**config.mk**
```make
export PLATFORM = sky130hd
export DESIGN_NAME = divider
export DESIGN_NICKNAME = d
export VERILOG_FILES = /design/src/rtl/div_step.sv /design/src/rtl/divider.sv
export SDC_FILE = /design/constraint.sdc
export NUM_CORES = 1
export LEC_CHECK = 0
export ABC_AREA = 1
export CAP_MARGIN = 20
export CORE_AREA = 2 2 63 65
export DETAILED_ROUTE_END_ITERATION = 7
export DIE_AREA = 0 0 65 67
export PLACE_DENSITY = 0.71
export SLEW_MARGIN = 10
export SYNTH_ARGS = -nofsm -noshare
export SYNTH_HDL_FRONTEND = slang
export SYNTH_SLANG_ARGS = --single-unit
```
**constraint.sdc**
```tcl
create_clock -name clk -period 1.6 [get_ports clk]
set_input_delay 0.24 -clock clk [delete_from_list [all_inputs] [get_ports clk]]
set_output_delay 0.24 -clock clk [all_outputs]
set_load 0.05 [all_outputs]
```
**src/rtl/div_step.sv**
```systemverilog
// One restoring-division step: shift in the next dividend bit, trial-subtract
// the divisor, and either keep the difference or restore the shifted remainder.
module div_step #(
   parameter int N = 4
) (
   input  logic [N:0]   rem_in,
   input  logic         bit_in,
   input  logic [N-1:0] divisor,
   output logic [N:0]   rem_out,
   output logic         q_bit
);

   logic [N+1:0] shifted;
   logic [N+1:0] diff;

   always_comb begin
      shifted = {rem_in, bit_in};
      diff    = shifted - {2'b00, divisor};
      // The top bit of diff is the borrow; no borrow means the divisor fit.
      q_bit   = ~diff[N+1];
      rem_out = q_bit ? diff[N:0] : shifted[N:0];
   end

endmodule

```
**src/rtl/divider.sv**
```systemverilog
// Multi-cycle unsigned restoring divider: fixed latency of N cycles from the
// accepting edge to a one-cycle ready pulse; results held until the next completion.
module divider #(
   parameter int N = 4
) (
   input  logic         clk,
   input  logic         rst,
   input  logic         start,
   input  logic [N-1:0] dividend,
   input  logic [N-1:0] divisor,
   output logic         busy,
   output logic         ready,
   output logic [N-1:0] quotient,
   output logic [N-1:0] remainder,
   output logic         div_by_zero
);

   localparam logic [1:0] ST_IDLE     = 2'd0;
   localparam logic [1:0] ST_DIVIDING = 2'd1;
   localparam logic [1:0] ST_DONE     = 2'd2;
   localparam int         CW          = $clog2(N) + 1;
   localparam logic [CW-1:0] LAST_STEP = CW'(N - 1);

   typedef enum logic [1:0] {
      IDLE     = ST_IDLE,
      DIVIDING = ST_DIVIDING,
      DONE     = ST_DONE
   } state_t;

   state_t        state_reg, state_next;
   logic [N-1:0]  shift_reg;
   logic [N-1:0]  divisor_reg;
   logic [N:0]    rem_reg;
   logic [CW-1:0] cnt_reg;
   logic [N-1:0]  quotient_reg;
   logic [N-1:0]  remainder_reg;
   logic          dbz_reg;
   logic          ready_reg;

   logic          load, step, finish;
   logic [N:0]    rem_next;
   logic          q_bit;
   logic [N-1:0]  shift_next;

   div_step #(.N(N)) u_step (
      .rem_in  (rem_reg),
      .bit_in  (shift_reg[N-1]),
      .divisor (divisor_reg),
      .rem_out (rem_next),
      .q_bit   (q_bit)
   );

   // Dividend bits leave at the MSB while quotient bits enter at the LSB.
   assign shift_next = {shift_reg[N-2:0], q_bit};

   always_ff @(posedge clk or posedge rst) begin
      if (rst) state_reg <= IDLE;
      else     state_reg <= state_next;
   end

   always_comb begin
      state_next = state_reg;
      load       = 1'b0;
      step       = 1'b0;
      finish     = 1'b0;
      case (state_reg)
         IDLE: begin
            if (start) begin
               load       = 1'b1;
               state_next = DIVIDING;
            end
         end
         DIVIDING: begin
            step = 1'b1;
            if (cnt_reg == LAST_STEP) begin
               finish     = 1'b1;
               state_next = DONE;
            end
         end
         DONE:    state_next = IDLE;
         default: state_next = IDLE;
      endcase
   end

   always_ff @(posedge clk or posedge rst) begin
      if (rst) begin
         shift_reg     <= '0;
         divisor_reg   <= '0;
         rem_reg       <= '0;
         cnt_reg       <= '0;
         quotient_reg  <= '0;
         remainder_reg <= '0;
         dbz_reg       <= 1'b0;
         ready_reg     <= 1'b0;
      end else begin
         ready_reg <= finish;
         if (load) begin
            shift_reg   <= dividend;
            divisor_reg <= divisor;
            rem_reg     <= '0;
            cnt_reg     <= '0;
         end
         if (step) begin
            shift_reg <= shift_next;
            rem_reg   <= rem_next;
            cnt_reg   <= cnt_reg + CW'(1);
         end
         // A zero divisor needs no special path: every trial subtract
         // succeeds, giving all-ones and the dividend as remainder.
         if (finish) begin
            quotient_reg  <= shift_next;
            remainder_reg <= rem_next[N-1:0];
            dbz_reg       <= (divisor_reg == '0);
         end
      end
   end

   assign busy        = (state_reg == DIVIDING);
   assign ready       = ready_reg;
   assign quotient    = quotient_reg;
   assign remainder   = remainder_reg;
   assign div_by_zero = dbz_reg;

endmodule
```
==> results.toml, run 1 <==
[synth]
yosys-top-cells-count = "nand2_1 (33), dfrtp_1 (28), nand3_1 (24)"
synth_edf_count = 0
synth.area.top_cells = "dfrtp_1 (47%), nand2_1 (8.4%), nand3_1 (8.1%), ha_1 (5.1%), inv_1 (4.8%)"
synth_cells = 162
syn_nets = 180
synth_area_leader_cell = "dfrtp_1"
yosysMostFrequentCell = "nand2_1"
yosysUniqueCellTypes = 27
synth_ff_type = "dfrtp_1"
synth_area_per_cell_um2 = 9.121
ys_async_sr_fraction = 1.000
ys_warn_count = 0
synth_area_mm2 = 0.001478
ys_seq_area_frac = 0.4742
synth_seq_cells = 28
synth_top_area_share = 0.4742

[critical_path]
end_kind = "register"
start_kind = "register"
crit_type = "register to register"
rr_startpoint = "rem_reg[1]"
rrSetupSlack_ns = 0.01
cp_max_fo = 7
required_ns = 1.76
reg2reg_depth = 9
cp.arrival_ns = 1.75
r2r-end = "quotient[0]"

[cts]
path_clk_slew_ns = 0.09
cts_tree = "yes"
clock_path_buffers = 2
htreeDepth = 1
cts-root-buf = "clkbuf_8"
clock_latency_ns = 0.27
cts.hold.buffers_added = 0
numCtsBuffers = 3
clock_sink_count = 28

[sta]
hold_violations = 0
relSlewSlack = 0.7693
worstMarginPinSlew_ns = 0.3460
finalCritPeriodShare = 0.9925
fmax_mhz = 629.7
finalMaxSlewViolations = 0
rsz0062_at_grt = "yes"
skew_ns = 0.002724
fin_hold_ws_ns = 0.3157
setup_slack_ns = 0.01200
finalSetupViolCount = 0
min_period_ns = 1.588

[drt]
drt.antenna.violating_nets = 0
avgViaCountPerCell = 4.660
wl_per_cell_um = 12.11
drt_iter0_drc = 28
vias = 1123
post-route-drc-count = 0
first_pass_iters = 4
wl_um = 2918

[floorplan]
dieArea_mm2 = 0.004355
pin_count = 22
start_util = 0.4098
die_w_um = 65
core-area_mm2 = 0.003606
die_height_um = 67
num_rows = 22

[place]
gp_congestion = 0.8339
io_buffers = 21
dp_hpwl_um = 2009
dpl_worst_slack_ns = -0.01257

[final_layout]
diodes = 0
syn_to_final_growth_pct = 29.64
fin_nets = 212
regArea_um2 = 701.9
largest_reg_flops = 5
multi_input_area_um2 = 738.2
drive_gt1_frac = 0.3420
fillerInstances = 334

[global_route]
groute.usage.overall = 0.1413
antenna_found_initial = 0
grt_max_degree = 29
overflow = 0
first_global_vias = 1049
grt_pass1_wl_um = 4705

[run_status]
status = "complete, no violations"

[hold_path]
hp-class = "primary input to asynchronous set/reset pin"

[flow_run]
max_cap_violations = 0
repair_timing:
action / in CTS / in global routing
resized for setup: 1 / 19
pin swaps: 0 / 7
buffers inserted: 0 / 4
endpoints found under the setup margin: 2 / 11
cloned: 0 / 0
cell families after synthesis:
logic type      share of synthesized area
fa+ha+maj                         0.06435
xor+xnor                         0.005928
mux                               0.01016
buf+inv                           0.08383
simple gates                       0.2642
flops                              0.4742
compound gates                    0.09738
per-layer routing:
metal  global-route usage  share of wire  routed length, µm
met4              0.04255         0.0093                 27
met1               0.1942           0.51               1489
met3              0.03209          0.031                 89
met2               0.2216           0.45               1312
met5                    0              0                  0
worst max-delay path, stage by stage, from the launching register on:
cell and delay, ns:
dfrtp_1 0.46, ha_4 0.31, inv_2 0.03, nand2_2 0.09, nand3_4 0.12, nand2_4 0.11
nand2_4 0.09, buf_4 0.15, nand3_1 0.07, nand2_1 0.06
per-stage QoR:
stage                     instances  utilization  area (µm²)  setup TNS, ns
after global routing            241       0.5312        1916        -0.2986
after detailed placement        233       0.4827        1740       -0.01257
after global placement          233       0.4827        1740              0
final                           241       0.5312        1916              0
after CTS                       237       0.4986        1798              0
after floorplan                 162            -        1478              0
cell type report:
cell class | count | area share
multi-input combinational | 106 | 0.3854
inverter | 25 | 0.04899
tap | 48 | 0.03135
timing repair buffer | 30 | 0.1391
sequential | 28 | 0.3664
clock buffer | 4 | 0.02874
worst max path at each step:
stage / endpoint / start / depth (start not counted) / slack (ns)
global route: rem_reg[4] / shift_reg[3] / 11 / -0.08
floorplan: rem_reg[4] / shift_reg[3] / 10 / 0.06
finish: quotient[0] / rem_reg[1] / 9 / 0.01
CTS: busy / state_reg[1] / 3 / 0.02
global placement: remainder[2] / shift_reg[3] / 8 / 0.05
detailed placement: rem_reg[4] / shift_reg[3] / 10 / -0.01
placed cells by master, fill, tap and decap left out, types with 5 or more instances in the layout:
cell type and instances:
nand2_1 33, dfrtp_1 27, buf_4 18, nand3_1 17
inv_1 16, clkdlybuf4s50_1 10, inv_2 9, nand3_2 8
o21ai_1 7, a21oi_1 5
Power of run 1 is not shown: default switching activity piles up to over one toggle a cycle in this logic, so the estimate is an artifact.
==> inputs of run 2 (changes only) <==
--- a/config.mk
+++ b/config.mk
@@ -10,8 +10,8 @@
 export CORE_AREA = 2 2 63 65
 export DETAILED_ROUTE_END_ITERATION = 7
 export DIE_AREA = 0 0 65 67
-export PLACE_DENSITY = 0.71
-export SLEW_MARGIN = 10
+export SKIP_LAST_GASP = 1
+export SLEW_MARGIN = 30
 export SYNTH_ARGS = -nofsm -noshare
 export SYNTH_HDL_FRONTEND = slang
 export SYNTH_SLANG_ARGS = --single-unit
==> run 2 against run 1 <==
  * Non-clock buffer count unchanged
  * Sequential share of layout area fell by 0.47 points
  * Clock skew shrank 0.0011 ns
  * Sequential cell count did not move
  * Global-route usage grew 0.23 points
  * Maximum frequency up 0.61%
  * Register-to-register slack barely moved
  * Wire length decreased by 1.9%
  * Count of clock-buffer cells in the layout decreased by 1
  * Cell area is 1.1% higher
  * Worst setup slack better by 0.0096 ns
  * Critical path type unchanged
==> results.toml, run 2 (synthesis gave the netlist of run 1 again) <==
[floorplan]
pin_count = 22
num_rows = 22
core-area_mm2 = 0.003606
die_w_um = 65
die_height_um = 67
dieArea_mm2 = 0.004355
start_util = 0.4098

[final_layout]
stdcell_area_mm2 = 0.001937
largest_reg_flops = 5
fillerInstances = 332
drive_gt1_frac = 0.3472
fin_nets = 212
syn_to_final_growth_pct = 31.08
layout_common_cells = "nand2_1 (32), dfrtp_1 (28), buf_4 (19), inv_1 (16), nand3_1 (15)"
multi_input_area_um2 = 748.2
diodes = 0
final_common_cell = "nand2_1"
regArea_um2 = 700.7

[cts]
clock_sink_count = 28
numCtsBuffers = 3
path_clk_slew_ns = 0.09
clock_path_buffers = 2
htreeDepth = 1
cts-root-buf = "clkbuf_8"
cts.hold.buffers_added = 0
cts_tree = "yes"
clock_latency_ns = 0.27

[critical_path]
reg2reg_depth = 7
rr_startpoint = "divisor_reg[0]"
crit_buf_inv = 1
cp_cell_sequence = "ha_4 > inv_2 > fa_2 > xnor2_2 > nand3_2 > nand3_2 > nand2_1"
end_kind = "register"
start_kind = "register"
cp_slowest_stage_delay_ns = 0.43
cpMostUsedCell = "nand3_2"
critical-path-top-delay-family = "adder cells"
required_ns = 1.77
r2r-end = "rem_reg[2]"
slowest_stage = "dfrtp_1"
cp.arrival_ns = 1.75
cp_max_fo = 3
crit_type = "register to register"
worst-path-stages = 7
rrSetupSlack_ns = 0.02

[drt]
drt.antenna.violating_nets = 0
post-route-drc-count = 0
vias = 1176
first_pass_iters = 4
avgViaCountPerCell = 4.880
drt_iter0_drc = 45
wl_per_cell_um = 11.88
wl_um = 2864

[sta]
min_period_ns = 1.578
worstMarginPinSlew_ns = 0.3578
rsz0062_at_grt = "yes"
fmax_mhz = 633.6
finalCritPeriodShare = 0.9865
skew_ns = 0.001641
hold_violations = 0
finalSetupViolCount = 0
tns_ns = 0
finalMaxSlewViolations = 0
relSlewSlack = 0.7614

[global_route]
overflow = 0
antenna_found_initial = 0
first_global_vias = 1161
grt_pass1_wl_um = 4857
grt_max_degree = 29
groute.usage.overall = 0.1436

[place]
gp_congestion = 0.7994
dp_hpwl_um = 2113
post_dp_cell_area_mm2 = 0.001733
io_buffers = 21

[flow_run]
max_cap_violations = 0

[run_status]
status = "complete, no violations"

[hold_path]
hp-class = "primary input to asynchronous set/reset pin"
[run 2: area by class of cell]
cell class	count	share of cell area
timing repair buffer	30	0.1357
multi-input combinational	106	0.3863
inverter	25	0.04845
tap	48	0.03101
sequential	28	0.3618
clock buffer	3	0.02132
clock inverter	1	0.01550
[run 2: worst max-delay path by stage]
stage	startpoint	to
final	divisor_reg[0]	rem_reg[2]
after global routing	divisor_reg[0]	rem_reg[2]
after CTS	divisor_reg[2]	remainder[0]
after detailed placement	shift_reg[3]	remainder[2]
after global placement	divisor_reg[2]	remainder[0]
after floorplan	shift_reg[3]	rem_reg[4]
[run 2: worst reg2reg max path, stage by stage (launching register included)]
cell     delay [ns]
dfrtp_1        0.43
ha_4           0.15
inv_2          0.04
fa_2           0.42
xnor2_2        0.20
nand3_2        0.11
nand3_2        0.09
nand2_1        0.04
[run 2: timing repair]
item | in CTS | in global routing
cloned | 0 | 0
resized for setup | 1 | 19
endpoints found under the setup margin | 3 | 10
pin swaps | 2 | 7
buffers inserted | 1 | 4
[run 2: per-stage QoR]
stage / cells / hold WS (ns) / util / worst slack (ns)
CTS: 237 / 0.3385 / 0.5031 / 0.01899
global placement: 232 / 0.4687 / 0.4806 / 0.05040
finish: 241 / 0.3231 / 0.5371 / 0.02165
global route: 241 / 0.3645 / 0.5371 / -0.05889
floorplan: 162 / 0.3054 / - / 0.05811
detailed placement: 232 / 0.4711 / 0.4806 / 0.01675
[run 2: routing by layer]
metal  vias up  wire length [µm]  global-route usage
li1        586                 -                   -
met1       565              1275              0.1745
met2        18              1439              0.2564
met3         7                81             0.01689
met4         0                67             0.06117
met5         -                 0                   0
Power of run 2 is left out for the same reason.
==> inputs of run 3 (changes only) <==
==> constraint.sdc (replaced) <==
create_clock -name clk -period 1.6 [get_ports clk]
set_input_delay 0.16 -clock clk [delete_from_list [all_inputs] [get_ports clk]]
set_output_delay 0.16 -clock clk [all_outputs]
set_load 0.05 [all_outputs]
==> run 3 against run 2 <==
  * Maximum frequency rose by 2.2%
  * Worst setup slack improved by 0.034 ns
  * Hold slack got worse by 0.081 ns
  * Critical path depth rose by 3
  * Via count fell by 0.60%
  * Sequential cell count did not move
  * Wire length fell by 1.8%
  * Final cell count fell by 0.41%
  * Largest cell class is now flip-flops and latches
==> results.toml, run 3 (synthesis gave the netlist of run 1 again) <==
[sta]
fin_hold_ws_ns = 0.2418
tns_ns = 0
fmax_mhz = 647.6
relSlewSlack = 0.7629
finalCritPeriodShare = 0.9651
min_period_ns = 1.544
rsz0062_at_grt = "yes"
finalSetupViolCount = 0
setup_slack_ns = 0.05587
worstMarginPinSlew_ns = 0.3557
finalMaxSlewViolations = 0
skew_ns = 0.001644
hold_violations = 0

[global_route]
first_global_vias = 1146
grt_max_degree = 29
groute.usage.overall = 0.1467
overflow = 0
grt_pass1_wl_um = 4892
antenna_found_initial = 0

[drt]
first_pass_iters = 4
highest-signal-layer = "met4"
drt_iter0_drc = 54
drt.antenna.violating_nets = 0
wl_per_cell_um = 11.72
wl_met3_um = 95
avgViaCountPerCell = 4.871
post-route-drc-count = 0
drt-met1-wl_um = 1246
wl_um = 2812
vias = 1169
wl_met2_um = 1439

[final_layout]
instances_no_fill = 240
syn_to_final_growth_pct = 25.23
fin_nets = 211
diodes = 0
layout_common_cells = "nand2_1 (33), dfrtp_1 (28), nand3_1 (23), buf_4 (18), inv_1 (17)"
largest_reg_flops = 5
final_common_cell = "nand2_1"
drive_gt1_frac = 0.2865

[floorplan]
dieArea_mm2 = 0.004355
num_rows = 22
core-area_mm2 = 0.003606
die_height_um = 67
pin_count = 22
start_util = 0.4098
die_w_um = 65

[flow_run]
max_cap_violations = 0

[cts]
clock_path_buffers = 2
path_clk_slew_ns = 0.09
clock_latency_ns = 0.27
cts-root-buf = "clkbuf_8"
htreeDepth = 1
numCtsBuffers = 3
cts_tree = "yes"
clock_sink_count = 28

[critical_path]
end_kind = "register"
start_kind = "register"
rrSetupSlack_ns = 0.06
r2r-end = "rem_reg[4]"
required_ns = 1.77
crit_type = "register to register"
cp.arrival_ns = 1.71
rr_startpoint = "shift_reg[3]"
reg2reg_depth = 10
cp_max_fo = 2

[place]
dp.cells = 231
io_buffers = 21
gp_congestion = 0.7984
dpl_worst_slack_ns = 0.0008921
dp_hpwl_um = 2149

[hold_path]
hp-class = "primary input to asynchronous set/reset pin"

[run_status]
status = "complete, no violations"
## run 3: stage by stage
step	utilization	area [µm²]
floorplan	-	1478
global placement	0.4785	1725
detailed placement	0.4785	1725
CTS	0.4965	1790
global route	0.5132	1851
finish	0.5132	1851
## run 3: per-layer routing
layer  track usage  vias up
met1        0.1792      555
li1              -      584
met3       0.02027        5
met4       0.05053        0
met5             0        -
met2        0.2642       25
## run 3: what timing repair did
| action | in CTS | in global routing |
|---|---|---|
| resized for setup | 1 | 6 |
| setup endpoints to repair | 1 | 11 |
| cloned | 0 | 0 |
| hold buffers | 0 | 0 |
| buffers inserted | 1 | 4 |
| pin swaps | 0 | 1 |
## run 3: how the worst max path moves through the flow
stage,end,cells past startpoint,startpoint,slack [ns]
after CTS,busy,3,state_reg[1],0.01
final,rem_reg[4],10,shift_reg[3],0.06
after floorplan,rem_reg[4],10,shift_reg[3],0.06
after global routing,remainder[2],9,divisor_reg[2],-0.05
after global placement,remainder[0],10,divisor_reg[2],0.05
after detailed placement,rem_reg[4],10,shift_reg[3],0.0009
## run 3: worst max-delay path, cell delays in order (launching register included)
cell,delay [ns]
dfrtp_1,0.37
inv_1,0.07
ha_1,0.15
inv_2,0.04
fa_2,0.37
nand3_2,0.08
nand3_1,0.07
nand2_1,0.07
nand3_1,0.07
nand3_1,0.08
nand2_1,0.05
## run 3: cell type report
type / count / area, µm²
timing repair buffer: 29 / 255.2
tap: 48 / 60.06
multi-input combinational: 106 / 685.7
inverter: 25 / 93.84
clock buffer: 4 / 55.05
fill: 350 / 1755
sequential: 28 / 700.7
Power of run 3 is left out for the same reason.
